==> src/rtl/dp_pkg.sv <==
// Shared types and helpers for the dot-product engine.
package dp_pkg;

    // Controller states shared by every lane (lanes run in lockstep).
    typedef enum logic [2:0] {
        ST_IDLE   = 3'd0,
        ST_MULT   = 3'd1,
        ST_MULT_W = 3'd2,
        ST_ADD    = 3'd3,
        ST_ADD_W  = 3'd4,
        ST_REDUCE = 3'd5
    } dp_state_e;

    // Cycles spent on one element: MULT + multiplier wait + ADD + adder wait.
    function automatic int dp_period(input int fpm_delay, input int fpa_delay);
        return fpm_delay + fpa_delay + 2;
    endfunction

    // True when the element count splits evenly over the lanes.
    function automatic bit dp_lanes_ok(input int pixel_n, input int lanes);
        return (lanes > 0) && ((pixel_n % lanes) == 0);
    endfunction

endpackage

==> src/rtl/FixedPointAdder.sv <==
// Pipelined two's-complement adder, sum wraps modulo 2^VAL_SIZE and is
// presented DELAY cycles after the inputs.
module FixedPointAdder #(
    parameter int VAL_SIZE = 26,
    parameter int DELAY    = 2
) (
    input  logic                clk,
    input  logic                GlobalReset,
    input  logic [VAL_SIZE-1:0] a,
    input  logic [VAL_SIZE-1:0] b,
    output logic [VAL_SIZE-1:0] sum
);

    logic [VAL_SIZE-1:0] pipe_r [DELAY];

    // Latency pipeline for the sum.
    always_ff @(posedge clk or posedge GlobalReset) begin
        if (GlobalReset) begin
            for (int i = 0; i < DELAY; i++) begin
                pipe_r[i] <= {VAL_SIZE{1'b0}};
            end
        end else begin
            pipe_r[0] <= a + b;
            for (int i = 1; i < DELAY; i++) begin
                pipe_r[i] <= pipe_r[i-1];
            end
        end
    end

    assign sum = pipe_r[DELAY-1];

endmodule

==> src/rtl/FixedPointMultiplier.sv <==
// Pipelined fixed-point multiplier: unsigned pixel times signed weight,
// product wrapped to VAL_SIZE bits, presented DELAY cycles after the inputs.
module FixedPointMultiplier #(
    parameter int PIXEL_SIZE  = 10,
    parameter int WEIGHT_SIZE = 19,
    parameter int VAL_SIZE    = 26,
    parameter int DELAY       = 6
) (
    input  logic                   clk,
    input  logic                   GlobalReset,
    input  logic [PIXEL_SIZE-1:0]  pixel,
    input  logic [WEIGHT_SIZE-1:0] weight,
    output logic [VAL_SIZE-1:0]    product
);

    logic [VAL_SIZE-1:0] w_ext_s;
    logic [VAL_SIZE-1:0] p_ext_s;
    logic [VAL_SIZE-1:0] prod_s;
    logic [VAL_SIZE-1:0] pipe_r [DELAY];

    // Extend both operands to the result width; the low VAL_SIZE bits of the
    // product depend only on the low VAL_SIZE bits of the operands.
    always_comb begin
        w_ext_s = VAL_SIZE'($signed(weight));
        p_ext_s = VAL_SIZE'(pixel);
        prod_s  = w_ext_s * p_ext_s;
    end

    // Latency pipeline for the product.
    always_ff @(posedge clk or posedge GlobalReset) begin
        if (GlobalReset) begin
            for (int i = 0; i < DELAY; i++) begin
                pipe_r[i] <= {VAL_SIZE{1'b0}};
            end
        end else begin
            pipe_r[0] <= prod_s;
            for (int i = 1; i < DELAY; i++) begin
                pipe_r[i] <= pipe_r[i-1];
            end
        end
    end

    assign product = pipe_r[DELAY-1];

endmodule

==> src/rtl/dp_lane.sv <==
// One multiply-accumulate lane: multiplier, adder and accumulator register.
// The controller in the top module decides when the accumulator is cleared,
// seeded and written.
module dp_lane #(
    parameter int PIXEL_SIZE  = 10,
    parameter int WEIGHT_SIZE = 19,
    parameter int VAL_SIZE    = 26,
    parameter int FPM_DELAY   = 6,
    parameter int FPA_DELAY   = 2
) (
    input  logic                   clk,
    input  logic                   GlobalReset,
    input  logic [PIXEL_SIZE-1:0]  pixel,
    input  logic [WEIGHT_SIZE-1:0] weight,
    input  logic                   acc_clear,
    input  logic                   seed_en,
    input  logic [VAL_SIZE-1:0]    seed_value,
    input  logic                   acc_we,
    output logic [VAL_SIZE-1:0]    acc
);

    logic [VAL_SIZE-1:0] prod_s;
    logic [VAL_SIZE-1:0] add_s;
    logic [VAL_SIZE-1:0] acc_r;

    FixedPointMultiplier #(
        .PIXEL_SIZE (PIXEL_SIZE),
        .WEIGHT_SIZE(WEIGHT_SIZE),
        .VAL_SIZE   (VAL_SIZE),
        .DELAY      (FPM_DELAY)
    ) u_mult (
        .clk        (clk),
        .GlobalReset(GlobalReset),
        .pixel      (pixel),
        .weight     (weight),
        .product    (prod_s)
    );

    // The adder sees the live accumulator; it only changes on the write
    // cycle, so no delayed copy is needed.
    FixedPointAdder #(
        .VAL_SIZE(VAL_SIZE),
        .DELAY   (FPA_DELAY)
    ) u_add (
        .clk        (clk),
        .GlobalReset(GlobalReset),
        .a          (prod_s),
        .b          (acc_r),
        .sum        (add_s)
    );

    // Accumulator: clear (or seed) at job start, load adder result on write.
    always_ff @(posedge clk or posedge GlobalReset) begin
        if (GlobalReset) begin
            acc_r <= {VAL_SIZE{1'b0}};
        end else if (acc_clear) begin
            acc_r <= seed_en ? seed_value : {VAL_SIZE{1'b0}};
        end else if (acc_we) begin
            acc_r <= add_s;
        end else begin
            acc_r <= acc_r;
        end
    end

    assign acc = acc_r;

endmodule

==> src/rtl/dot_product_engine.sv <==
// Multi-lane fixed-point dot-product engine with start/ready/valid handshake.
// A shared controller steps all lanes through PIXEL_N/LANES elements, then
// the lane accumulators are summed into the registered result.
module dot_product_engine
    import dp_pkg::*;
#(
    parameter int PIXEL_N     = 10,
    parameter int LANES       = 2,
    parameter int PIXEL_SIZE  = 10,
    parameter int WEIGHT_SIZE = 19,
    parameter int VAL_SIZE    = 26,
    parameter int FPM_DELAY   = 6,
    parameter int FPA_DELAY   = 2
) (
    input  logic                           clk,
    input  logic                           GlobalReset_n,
    input  logic                           start,
    input  logic                           accumulate,
    input  logic [PIXEL_N*PIXEL_SIZE-1:0]  Pixels,
    input  logic [PIXEL_N*WEIGHT_SIZE-1:0] Weights,
    output logic                           ready,
    output logic                           busy,
    output logic                           valid,
    output logic [VAL_SIZE-1:0]            value
);

    localparam int K  = PIXEL_N / LANES;
    localparam int EW = (K > 1) ? $clog2(K) : 1;
    localparam int CW = $clog2(dp_period(FPM_DELAY, FPA_DELAY));

    localparam logic [CW-1:0] FPM_LAST = CW'(FPM_DELAY - 1);
    localparam logic [CW-1:0] FPA_LAST = CW'(FPA_DELAY - 1);
    localparam logic [EW-1:0] E_LAST   = EW'(K - 1);

    if (!dp_lanes_ok(PIXEL_N, LANES)) begin : g_bad_lanes
        $error("dot_product_engine: LANES must divide PIXEL_N");
    end

    dp_state_e state_r;
    dp_state_e next_s;
    logic [CW-1:0] cnt_r;
    logic [CW-1:0] cnt_nx_s;
    logic [EW-1:0] e_r;
    logic [EW-1:0] e_nx_s;
    logic          job_start_s;
    logic          acc_we_s;

    logic [PIXEL_N*PIXEL_SIZE-1:0]  pix_r;
    logic [PIXEL_N*WEIGHT_SIZE-1:0] wgt_r;

    logic [LANES-1:0][VAL_SIZE-1:0] lane_acc_s;
    logic [VAL_SIZE-1:0]            red_sum_s;

    logic                ready_r;
    logic                busy_r;
    logic                valid_r;
    logic [VAL_SIZE-1:0] value_r;
    logic                global_reset_s;

    assign global_reset_s = ~GlobalReset_n;

    // Controller next-state: counter-timed waits, element stepping, strobes.
    always_comb begin
        next_s      = state_r;
        cnt_nx_s    = cnt_r;
        e_nx_s      = e_r;
        job_start_s = 1'b0;
        acc_we_s    = 1'b0;
        case (state_r)
            ST_IDLE: begin
                if (start) begin
                    next_s      = ST_MULT;
                    cnt_nx_s    = {CW{1'b0}};
                    e_nx_s      = {EW{1'b0}};
                    job_start_s = 1'b1;
                end else begin
                    next_s = ST_IDLE;
                end
            end
            ST_MULT: begin
                next_s   = ST_MULT_W;
                cnt_nx_s = {CW{1'b0}};
            end
            ST_MULT_W: begin
                if (cnt_r == FPM_LAST) begin
                    next_s   = ST_ADD;
                    cnt_nx_s = {CW{1'b0}};
                end else begin
                    cnt_nx_s = cnt_r + CW'(1'b1);
                end
            end
            ST_ADD: begin
                next_s   = ST_ADD_W;
                cnt_nx_s = {CW{1'b0}};
            end
            ST_ADD_W: begin
                if (cnt_r == FPA_LAST) begin
                    acc_we_s = 1'b1;
                    cnt_nx_s = {CW{1'b0}};
                    if (e_r == E_LAST) begin
                        next_s = ST_REDUCE;
                    end else begin
                        e_nx_s = e_r + EW'(1'b1);
                        next_s = ST_MULT;
                    end
                end else begin
                    cnt_nx_s = cnt_r + CW'(1'b1);
                end
            end
            ST_REDUCE: begin
                next_s = ST_IDLE;
            end
            default: begin
                next_s = ST_IDLE;
            end
        endcase
    end

    // Controller state, wait counter and element index.
    always_ff @(posedge clk or negedge GlobalReset_n) begin
        if (!GlobalReset_n) begin
            state_r <= ST_IDLE;
            cnt_r   <= {CW{1'b0}};
            e_r     <= {EW{1'b0}};
        end else begin
            state_r <= next_s;
            cnt_r   <= cnt_nx_s;
            e_r     <= e_nx_s;
        end
    end

    // Capture the operand vectors on job acceptance so inputs may move on.
    always_ff @(posedge clk or negedge GlobalReset_n) begin
        if (!GlobalReset_n) begin
            pix_r <= {(PIXEL_N*PIXEL_SIZE){1'b0}};
            wgt_r <= {(PIXEL_N*WEIGHT_SIZE){1'b0}};
        end else if (job_start_s) begin
            pix_r <= Pixels;
            wgt_r <= Weights;
        end else begin
            pix_r <= pix_r;
            wgt_r <= wgt_r;
        end
    end

    for (genvar j = 0; j < LANES; j++) begin : g_lane
        logic [PIXEL_SIZE-1:0]  pix_sel_s;
        logic [WEIGHT_SIZE-1:0] wgt_sel_s;
        logic                   seed_en_s;

        // Lane j works on elements j*K .. j*K+K-1; pick element j*K+e.
        always_comb begin
            pix_sel_s = {PIXEL_SIZE{1'b0}};
            wgt_sel_s = {WEIGHT_SIZE{1'b0}};
            for (int m = 0; m < K; m++) begin
                pix_sel_s = (e_r == EW'(m)) ? pix_r[(j*K+m)*PIXEL_SIZE +: PIXEL_SIZE]
                                            : pix_sel_s;
                wgt_sel_s = (e_r == EW'(m)) ? wgt_r[(j*K+m)*WEIGHT_SIZE +: WEIGHT_SIZE]
                                            : wgt_sel_s;
            end
            seed_en_s = (j == 0) ? accumulate : 1'b0;
        end

        dp_lane #(
            .PIXEL_SIZE (PIXEL_SIZE),
            .WEIGHT_SIZE(WEIGHT_SIZE),
            .VAL_SIZE   (VAL_SIZE),
            .FPM_DELAY  (FPM_DELAY),
            .FPA_DELAY  (FPA_DELAY)
        ) u_lane (
            .clk        (clk),
            .GlobalReset(global_reset_s),
            .pixel      (pix_sel_s),
            .weight     (wgt_sel_s),
            .acc_clear  (job_start_s),
            .seed_en    (seed_en_s),
            .seed_value (value_r),
            .acc_we     (acc_we_s),
            .acc        (lane_acc_s[j])
        );
    end

    // Adder tree over the lane accumulators, wrapping at VAL_SIZE bits.
    always_comb begin
        red_sum_s = {VAL_SIZE{1'b0}};
        for (int j = 0; j < LANES; j++) begin
            red_sum_s = red_sum_s + lane_acc_s[j];
        end
    end

    // Registered handshake outputs and result.
    always_ff @(posedge clk or negedge GlobalReset_n) begin
        if (!GlobalReset_n) begin
            ready_r <= 1'b1;
            busy_r  <= 1'b0;
            valid_r <= 1'b0;
            value_r <= {VAL_SIZE{1'b0}};
        end else begin
            ready_r <= (next_s == ST_IDLE);
            busy_r  <= (next_s != ST_IDLE);
            valid_r <= (state_r == ST_REDUCE);
            if (state_r == ST_REDUCE) begin
                value_r <= red_sum_s;
            end else begin
                value_r <= value_r;
            end
        end
    end

    assign ready = ready_r;
    assign busy  = busy_r;
    assign valid = valid_r;
    assign value = value_r;

endmodule

==> config.mk <==
export PLATFORM = sky130hd
export DESIGN_NAME = dot_product_engine
export DESIGN_NICKNAME = d
export VERILOG_FILES = /design/src/rtl/dp_pkg.sv /design/src/rtl/FixedPointAdder.sv /design/src/rtl/FixedPointMultiplier.sv /design/src/rtl/dp_lane.sv /design/src/rtl/dot_product_engine.sv
export SDC_FILE = /design/constraint.sdc
export NUM_CORES = 2
export LEC_CHECK = 0
export CELL_PAD_IN_SITES_DETAIL_PLACEMENT = 0
export CELL_PAD_IN_SITES_GLOBAL_PLACEMENT = 1
export CORE_AREA = 2 2 419 421
export CTS_BUF_LIST = sky130_fd_sc_hd__clkbuf_4
export DETAILED_ROUTE_END_ITERATION = 10
export DIE_AREA = 0 0 421 423
export PLACE_DENSITY_LB_ADDON = 0.1
export SYNTH_ARGS = -nofsm -noshare
export SYNTH_HDL_FRONTEND = slang
export SYNTH_SLANG_ARGS = --single-unit
==> constraint.sdc <==
create_clock -name clk -period 7.7 [get_ports clk]
set_clock_uncertainty 0.05 [all_clocks]
set_input_delay 2.31 -clock clk [delete_from_list [all_inputs] [get_ports clk]]
set_output_delay 2.31 -clock clk [all_outputs]
set_load 0.01 [all_outputs]
Word level (Yosys, flattened, before mapping) --
Index checks and enable logic that the tools add are counted.
Storage, ports and cells: flip-flop bits (word level) 797, bits of input ports 294, output and inout bits 29, logic and storage cells 100
Operators by class: muxes and demuxes 42, reduce and logical (&&, ||, !) cells 10, multipliers 2, $add $sub $neg 5, eq/ne operators 14
Operators with widths (number):
- two-way mux 19 bit | 10
- two-way mux 26 bit | 5
- two-way mux 10 bit | 10
- adder 26 bit | 3
- multiplier 19 x 11 -> 26 bit | 2
- two-way mux 3 bit | 6
- one-hot mux 4 bit (4 select lines) | 1
- one-hot mux 3 bit (5 select lines) | 1
- == test 3 x 2 -> 1 bit (second input constant) | 4
- two-way mux 4 bit | 3
- == test 3 bit (second input constant) | 3
- zero test 3 bit | 3
- == test 3 x 1 -> 1 bit (second input constant) | 2
- != test 2 bit (second input constant) | 3
- one-hot mux 3 bit (2 select lines) | 1
- two-way mux 1 bit | 5
- adder 4 x 1 -> 4 bit (second input constant) | 1
- == test 4 x 1 -> 1 bit (second input constant) | 1
- == test 4 x 3 -> 1 bit (second input constant) | 1
- AND reduction 4 bit | 1
- nonzero test 2 bit | 2
- nonzero test 4 bit | 1
- adder 3 x 1 -> 3 bit (second input constant) | 1
- nonzero test 3 bit | 1
- other kinds (2) | 2

Depth between registers and ports, before layout --
depth in word-level cells 7, mapped depth 31, mapped depth without buffers 27

By module --
From an unflattened synthesis, not the netlist that was laid out.
Unflattened totals: cells, all modules 4564, area, all modules 45140.8 µm²
Modules (own cells, without submodules):
- dot_product_engine | cells each 2004, instances 1, sequential area each 8234.1 µm², area each 15980.3 µm²
- FixedPointMultiplier (g_lane[0].u_lane.u_mult) | cells each 919, instances 1, sequential area each 3903.7 µm², area each 10423.7 µm²
- FixedPointMultiplier (g_lane[1].u_lane.u_mult) | cells each 909, instances 1, sequential area each 3903.7 µm², area each 10386.2 µm²
- FixedPointAdder | cells each 275, instances 2, sequential area each 1301.2 µm², area each 2892.8 µm²
- dp_lane | cells each 91, instances 2, sequential area each 650.6 µm², area each 1282.5 µm²

Worst setup path before layout --
OpenSTA, ideal clock, no wires.
path type reg2reg, start point reg e_r[0], end point reg g_lane[1].u_lane.u_mult.pipe_r[154] in the netlist's numbering, cell stages (with the launch flop) 28, arrival time 6.992 ns, setup time 0.072 ns, clock period less this slack 7.114 ns, slack 0.586 ns, data required time 7.578 ns, path buffers 3, cells stage by stage dfrtp_1 -> inv_1 -> ha_1 -> nor3b_4 -> buf_6 -> buf_2 -> buf_2 -> a221oi_1 -> nor3_1 -> a21oi_1 -> a21oi_1 -> nand2_1 -> fa_1 -> inv_1 -> fa_1 -> fa_1 -> fa_1 -> inv_1 -> fa_1 -> inv_1 -> ha_1 -> and2_1 -> a221oi_1 -> nor3_1 -> a2111oi_0 -> o21ai_0 -> or4_1 -> nand4b_1
Between the ends: longest elaborated chain between the ends 7, elaborated cells between the ends (all ways) 16, those cells by class 1 x mul; 4 x eq/ne; 10 x mux; 1 x reduce/logical
Ends and longest elaborated chain:
- start, declared | RTL line dot_product_engine.sv:43 | logic [EW-1:0] e_r;
- start signal, assigned | RTL line dot_product_engine.sv:124 | e_r <= {EW{1'b0}};
- start signal, assigned | RTL line dot_product_engine.sv:128 | e_r <= e_nx_s;
- zero test 3 bit | RTL line dot_product_engine.sv:156, dot_product_engine.sv:158
- two-way mux 19 bit / two-way mux 10 bit (equally long branches) (5 in a row) | RTL line dot_product_engine.sv:158, dot_product_engine.sv:156
- multiplier 19 x 11 -> 26 bit * | RTL line FixedPointMultiplier.sv:26 | prod_s = w_ext_s * p_ext_s;
- via g_lane[1].u_lane.u_mult.prod_s[24] | RTL line FixedPointMultiplier.sv:18 | logic [VAL_SIZE-1:0] prod_s;
- end signal, assigned by index | RTL line FixedPointMultiplier.sv:33 | pipe_r[i] <= {VAL_SIZE{1'b0}};
- end signal, assigned by index | RTL line FixedPointMultiplier.sv:38 | pipe_r[i] <= pipe_r[i-1];
- end, declared | RTL line FixedPointMultiplier.sv:19 | logic [VAL_SIZE-1:0] pipe_r [DELAY];
The timed path passes the listed nets; every way through them passes the cells marked *. A chain may end at the register's enable or synchronous reset.

Final worst setup path --
start point reg e_r[1], end point reg g_lane[0].u_lane.u_mult.pipe_r[155] in the netlist's numbering
Between the ends: longest elaborated chain between the ends 7, elaborated cells between the ends (all ways) 16, those cells by class 1 x mul; 4 x eq/ne; 10 x mux; 1 x reduce/logical
Ends and longest elaborated chain (RTL line):
- zero test 3 bit | dot_product_engine.sv:156, dot_product_engine.sv:158
- two-way mux 19 bit / two-way mux 10 bit (equally long branches) (5 in a row) | dot_product_engine.sv:158, dot_product_engine.sv:156
- multiplier 19 x 11 -> 26 bit * | FixedPointMultiplier.sv:26
- via g_lane[0].u_lane.u_mult.prod_s[25] | FixedPointMultiplier.sv:18
- end signal, assigned by index | FixedPointMultiplier.sv:33
- end signal, assigned by index | FixedPointMultiplier.sv:38
- end, declared | FixedPointMultiplier.sv:19
Marks and branches as above.

==> metrics.cfg <==
[run_status]
run_status = finished clean

[global_route]
grt_max_degree = 162
globalRouteOverflowTotal = 0
grt_pass1_vias = 34755
antenna_found_initial = 5
gr-usage-all-layers_pct = 16.80
grt_pass1_wl_mm = 224.4

[clocking]
clock_sinks = 797
cts_hold_buffers = 0
clkTransAtPathRegs_ps = 70
htreeDepth = 4
insertion_delay_ps = 1250
cts_buffers = 229
cts_tree = done
ctsRootBufferMaster = clkbuf_4
clockBufferDepth = 3

[layout]
area_growth_pct = 23.84
drive_gt1_share_pct = 12.18
final_util_pct = 30.81
nets = 5731

[flow_run]
max_cap_viol_count = 0

[logic_synthesis]
syn_inst = 4363
yosysUniqueCellTypes = 83
synthesis.area_um2 = 43100
seq_area_frac_synth_pct = 46.27
syn_avg_cell_area_um2 = 9.879
ys.flop_type = dfrtp_1
syn_nets = 5154
synth_top_area_cell = dfrtp_1
synth_seq_cells = 797
async_reset_ff_share_pct = 100.0
synth-edff-count = 0
yosysWarnings = 0
synth_area_leaders = dfrtp_1 (46%), fa_1 (14%), nand2_1 (10%)
yosysTopAreaCellShare_pct = 46.21

[route]
dr.pass1.iters = 5
via_per_inst = 4.261
route.detailed.drc = 0
drt-total-wl_mm = 146.1
vias = 31725
wl_per_cell_um = 19.62
drtIter0Drc = 1773
ant_nets = 0

[setup_path]
worst_r2r_path_depth = 28
critPathRequiredTime_ps = 8720
cpPeakStageDelay_ps = 550
crit_top_cell = fa_1
worstSetupPathType = flip-flop to flip-flop
timing.rr.start = e_r[1]
path_buf_inv = 7
slowest_stage = fa_1
critPathMaxFanout = 35
endpoint_kind = flip-flop
reg2reg_slack_ps = 430
r2r-end = g_lane[0].u_lane.u_mult.pipe_r[155]
worst_ep_arrival_time_ps = 8290
cp-start-kind = flip-flop
cp_top_family = adder cells

[worst_hold_path]
hold-path-endpoint = g_lane[1].u_lane.u_mult.pipe_r[129]
holdCritPathClass = flip-flop to flip-flop
min_path_cells = 0
hp-start = g_lane[1].u_lane.u_mult.pipe_r[155]

[sta]
timing.fmax_mhz = 137.6
min_period_ps = 7269
final.hold.worst_slack_ps = 211.9
slew_viol_final = 0
finalSetupTns_ps = 0
worst_slew_pin_slew_ps = 1025
finalCritPeriodShare_pct = 94.40
hold_viol = 0
rsz0062_at_grt = yes
finalSetupViolations = 0
slew_headroom_pct = 31.52

[floorplanning]
rows = 153
fp.dieArea_um2 = 178100
die_x_um = 421
core_um2 = 173200
initial_core_util_pct = 24.88
die_h_um = 423
io_pins = 323

[placed_design]
gp_congestion = 0.8142
post-dp-hpwl_mm = 113.5
place.port_buffers = 322

-- stage by stage --
| step | instances | area (um2) | setup WS [ps] |
|---|---|---|---|
| 2_1_floorplan | 4363 | 43100 | 585.8 |
| 3_3_place_gp | 7026 | 50270 | -18.41 |
| 3_5_place_dp | 7026 | 50270 | -113.1 |
| 4_1_cts | 7433 | 53230 | 1.655 |
| 5_1_grt | 7445 | 53380 | -7.428 |
| 6_report | 7446 | 53380 | 431.0 |
-- per-layer routing --
layer | vias up | track usage, % | wire, um
met5 | - | 0 | 27
met2 | 516 | 28.80 | 72320
met1 | 15781 | 21.99 | 66170
met3 | 172 | 2.626 | 4778
met4 | 4 | 4.365 | 2800
li1 | 15252 | - | -
-- cells in the mapped netlist, types with 6 or more instances --
cell,n
a211o_1,6
a211oi_1,12
a21o_1,75
a21oi_1,151
a221oi_1,43
a22o_1,7
a22oi_1,17
a31oi_1,9
and2_1,9
and3_1,8
buf_1,12
buf_2,24
buf_6,6
clkbuf_1,129
dfrtp_1,796
fa_1,299
ha_1,198
inv_1,423
mux2i_1,29
nand2_1,1168
nand2b_1,33
nand3_1,43
nand4_1,6
nor2_1,336
nor2b_1,23
nor3_1,57
o2111ai_1,6
o211ai_1,9
o21a_1,24
o21ai_0,118
o21ai_1,15
o21bai_1,18
o311ai_1,7
o31ai_1,6
o32ai_1,9
or3_1,10
xnor2_1,100
xor2_1,35
-- registers in the layout (all words and copies together) (netlist names) --
signal and cells:
g_lane.u_lane.u_mult.pipe_r 260, wgt_r 190, pix_r 100, g_lane.u_lane.acc 52, g_lane.u_lane.u_add.pipe_r 52, g_lane.u_lane.u_add.sum 52, g_lane.u_lane.u_mult.product 52, value 26
cnt_r 4, e_r 3, state_r 3, busy 1, ready 1, valid 1
-- worst max-delay path by stage --
stage,endpoint,from,depth (start not counted)
after floorplan,g_lane[1].u_lane.u_mult.pipe_r[154],e_r[0],27
after global placement,g_lane[1].u_lane.u_mult.pipe_r[149],e_r[1],26
after detailed placement,g_lane[1].u_lane.u_mult.pipe_r[149],e_r[0],27
after CTS,g_lane[1].u_lane.u_mult.pipe_r[155],e_r[1],25
after global routing,g_lane[1].u_lane.u_mult.pipe_r[155],e_r[1],25
final,g_lane[0].u_lane.u_mult.pipe_r[155],e_r[1],28
-- cell usage in the layout (no fill, tap or decap), types with 8 or more instances in the layout --
| cell | Yosys | routed |
|---|---|---|
| nor2b_1 | 23 | 22 |
| a211oi_1 | 12 | 12 |
| a31oi_1 | 9 | 9 |
| and2_1 | 9 | 9 |
| clkdlybuf4s50_1 | 0 | 321 |
| o21ai_0 | 118 | 118 |
| clkbuf_4 | 0 | 342 |
| buf_4 | 0 | 172 |
| clkinv_2 | 0 | 12 |
| a221oi_1 | 43 | 41 |
| nand2b_1 | 33 | 32 |
| mux2i_1 | 29 | 29 |
| o21bai_1 | 18 | 18 |
| or3_1 | 10 | 10 |
| a22oi_1 | 17 | 17 |
| nand2_1 | 1168 | 1166 |
| o211ai_1 | 9 | 9 |
| dfrtp_1 | 796 | 795 |
| clkinv_1 | 0 | 39 |
| o21a_1 | 24 | 24 |
| a21o_1 | 75 | 75 |
| buf_12 | 0 | 23 |
| nor3_1 | 57 | 52 |
| a21oi_1 | 151 | 142 |
| xor2_1 | 35 | 35 |
| o32ai_1 | 9 | 9 |
| o21ai_1 | 15 | 12 |
| a21oi_2 | 1 | 10 |
| nand3_1 | 43 | 43 |
| fa_1 | 299 | 299 |
| nor2_1 | 336 | 335 |
| xnor2_1 | 100 | 100 |
| and3_1 | 8 | 8 |
| inv_1 | 423 | 423 |
| ha_1 | 198 | 195 |
-- cells by family after synthesis --
family	count (synthesis)	share of synthesized area [%]
AO/OA/AOI/OAI	580	8.935
XOR/XNOR	137	2.859
adder cells (fa/ha/maj)	497	19.63
buffers and inverters	595	5.382
flip-flops	797	46.27
multiplexers	31	0.7257
AND/OR/NAND/NOR	1726	16.19
-- timing repair --
action                                  4_1_cts  5_1_grt
setup buffers                                 1        7
endpoints found under the setup margin        5       16
pin swaps                                     1        4
gates cloned                                  0        0
gates resized for setup                       5       21
-- cell type report --
cell class / instances / area [um2]
Antenna cell: 6 / 15.01
Clock buffer: 342 / 2567
Clock inverter: 64 / 365.4
Fill cell: 18295 / 119900
Inverter: 423 / 1588
Multi-Input combinational cell: 2971 / 20990
Sequential cell: 797 / 19950
Tap cell: 2325 / 2909
Timing Repair Buffer: 518 / 4995
Power is not shown: default switching activity piles up to over one toggle a cycle in this logic, so the estimate is an artifact.
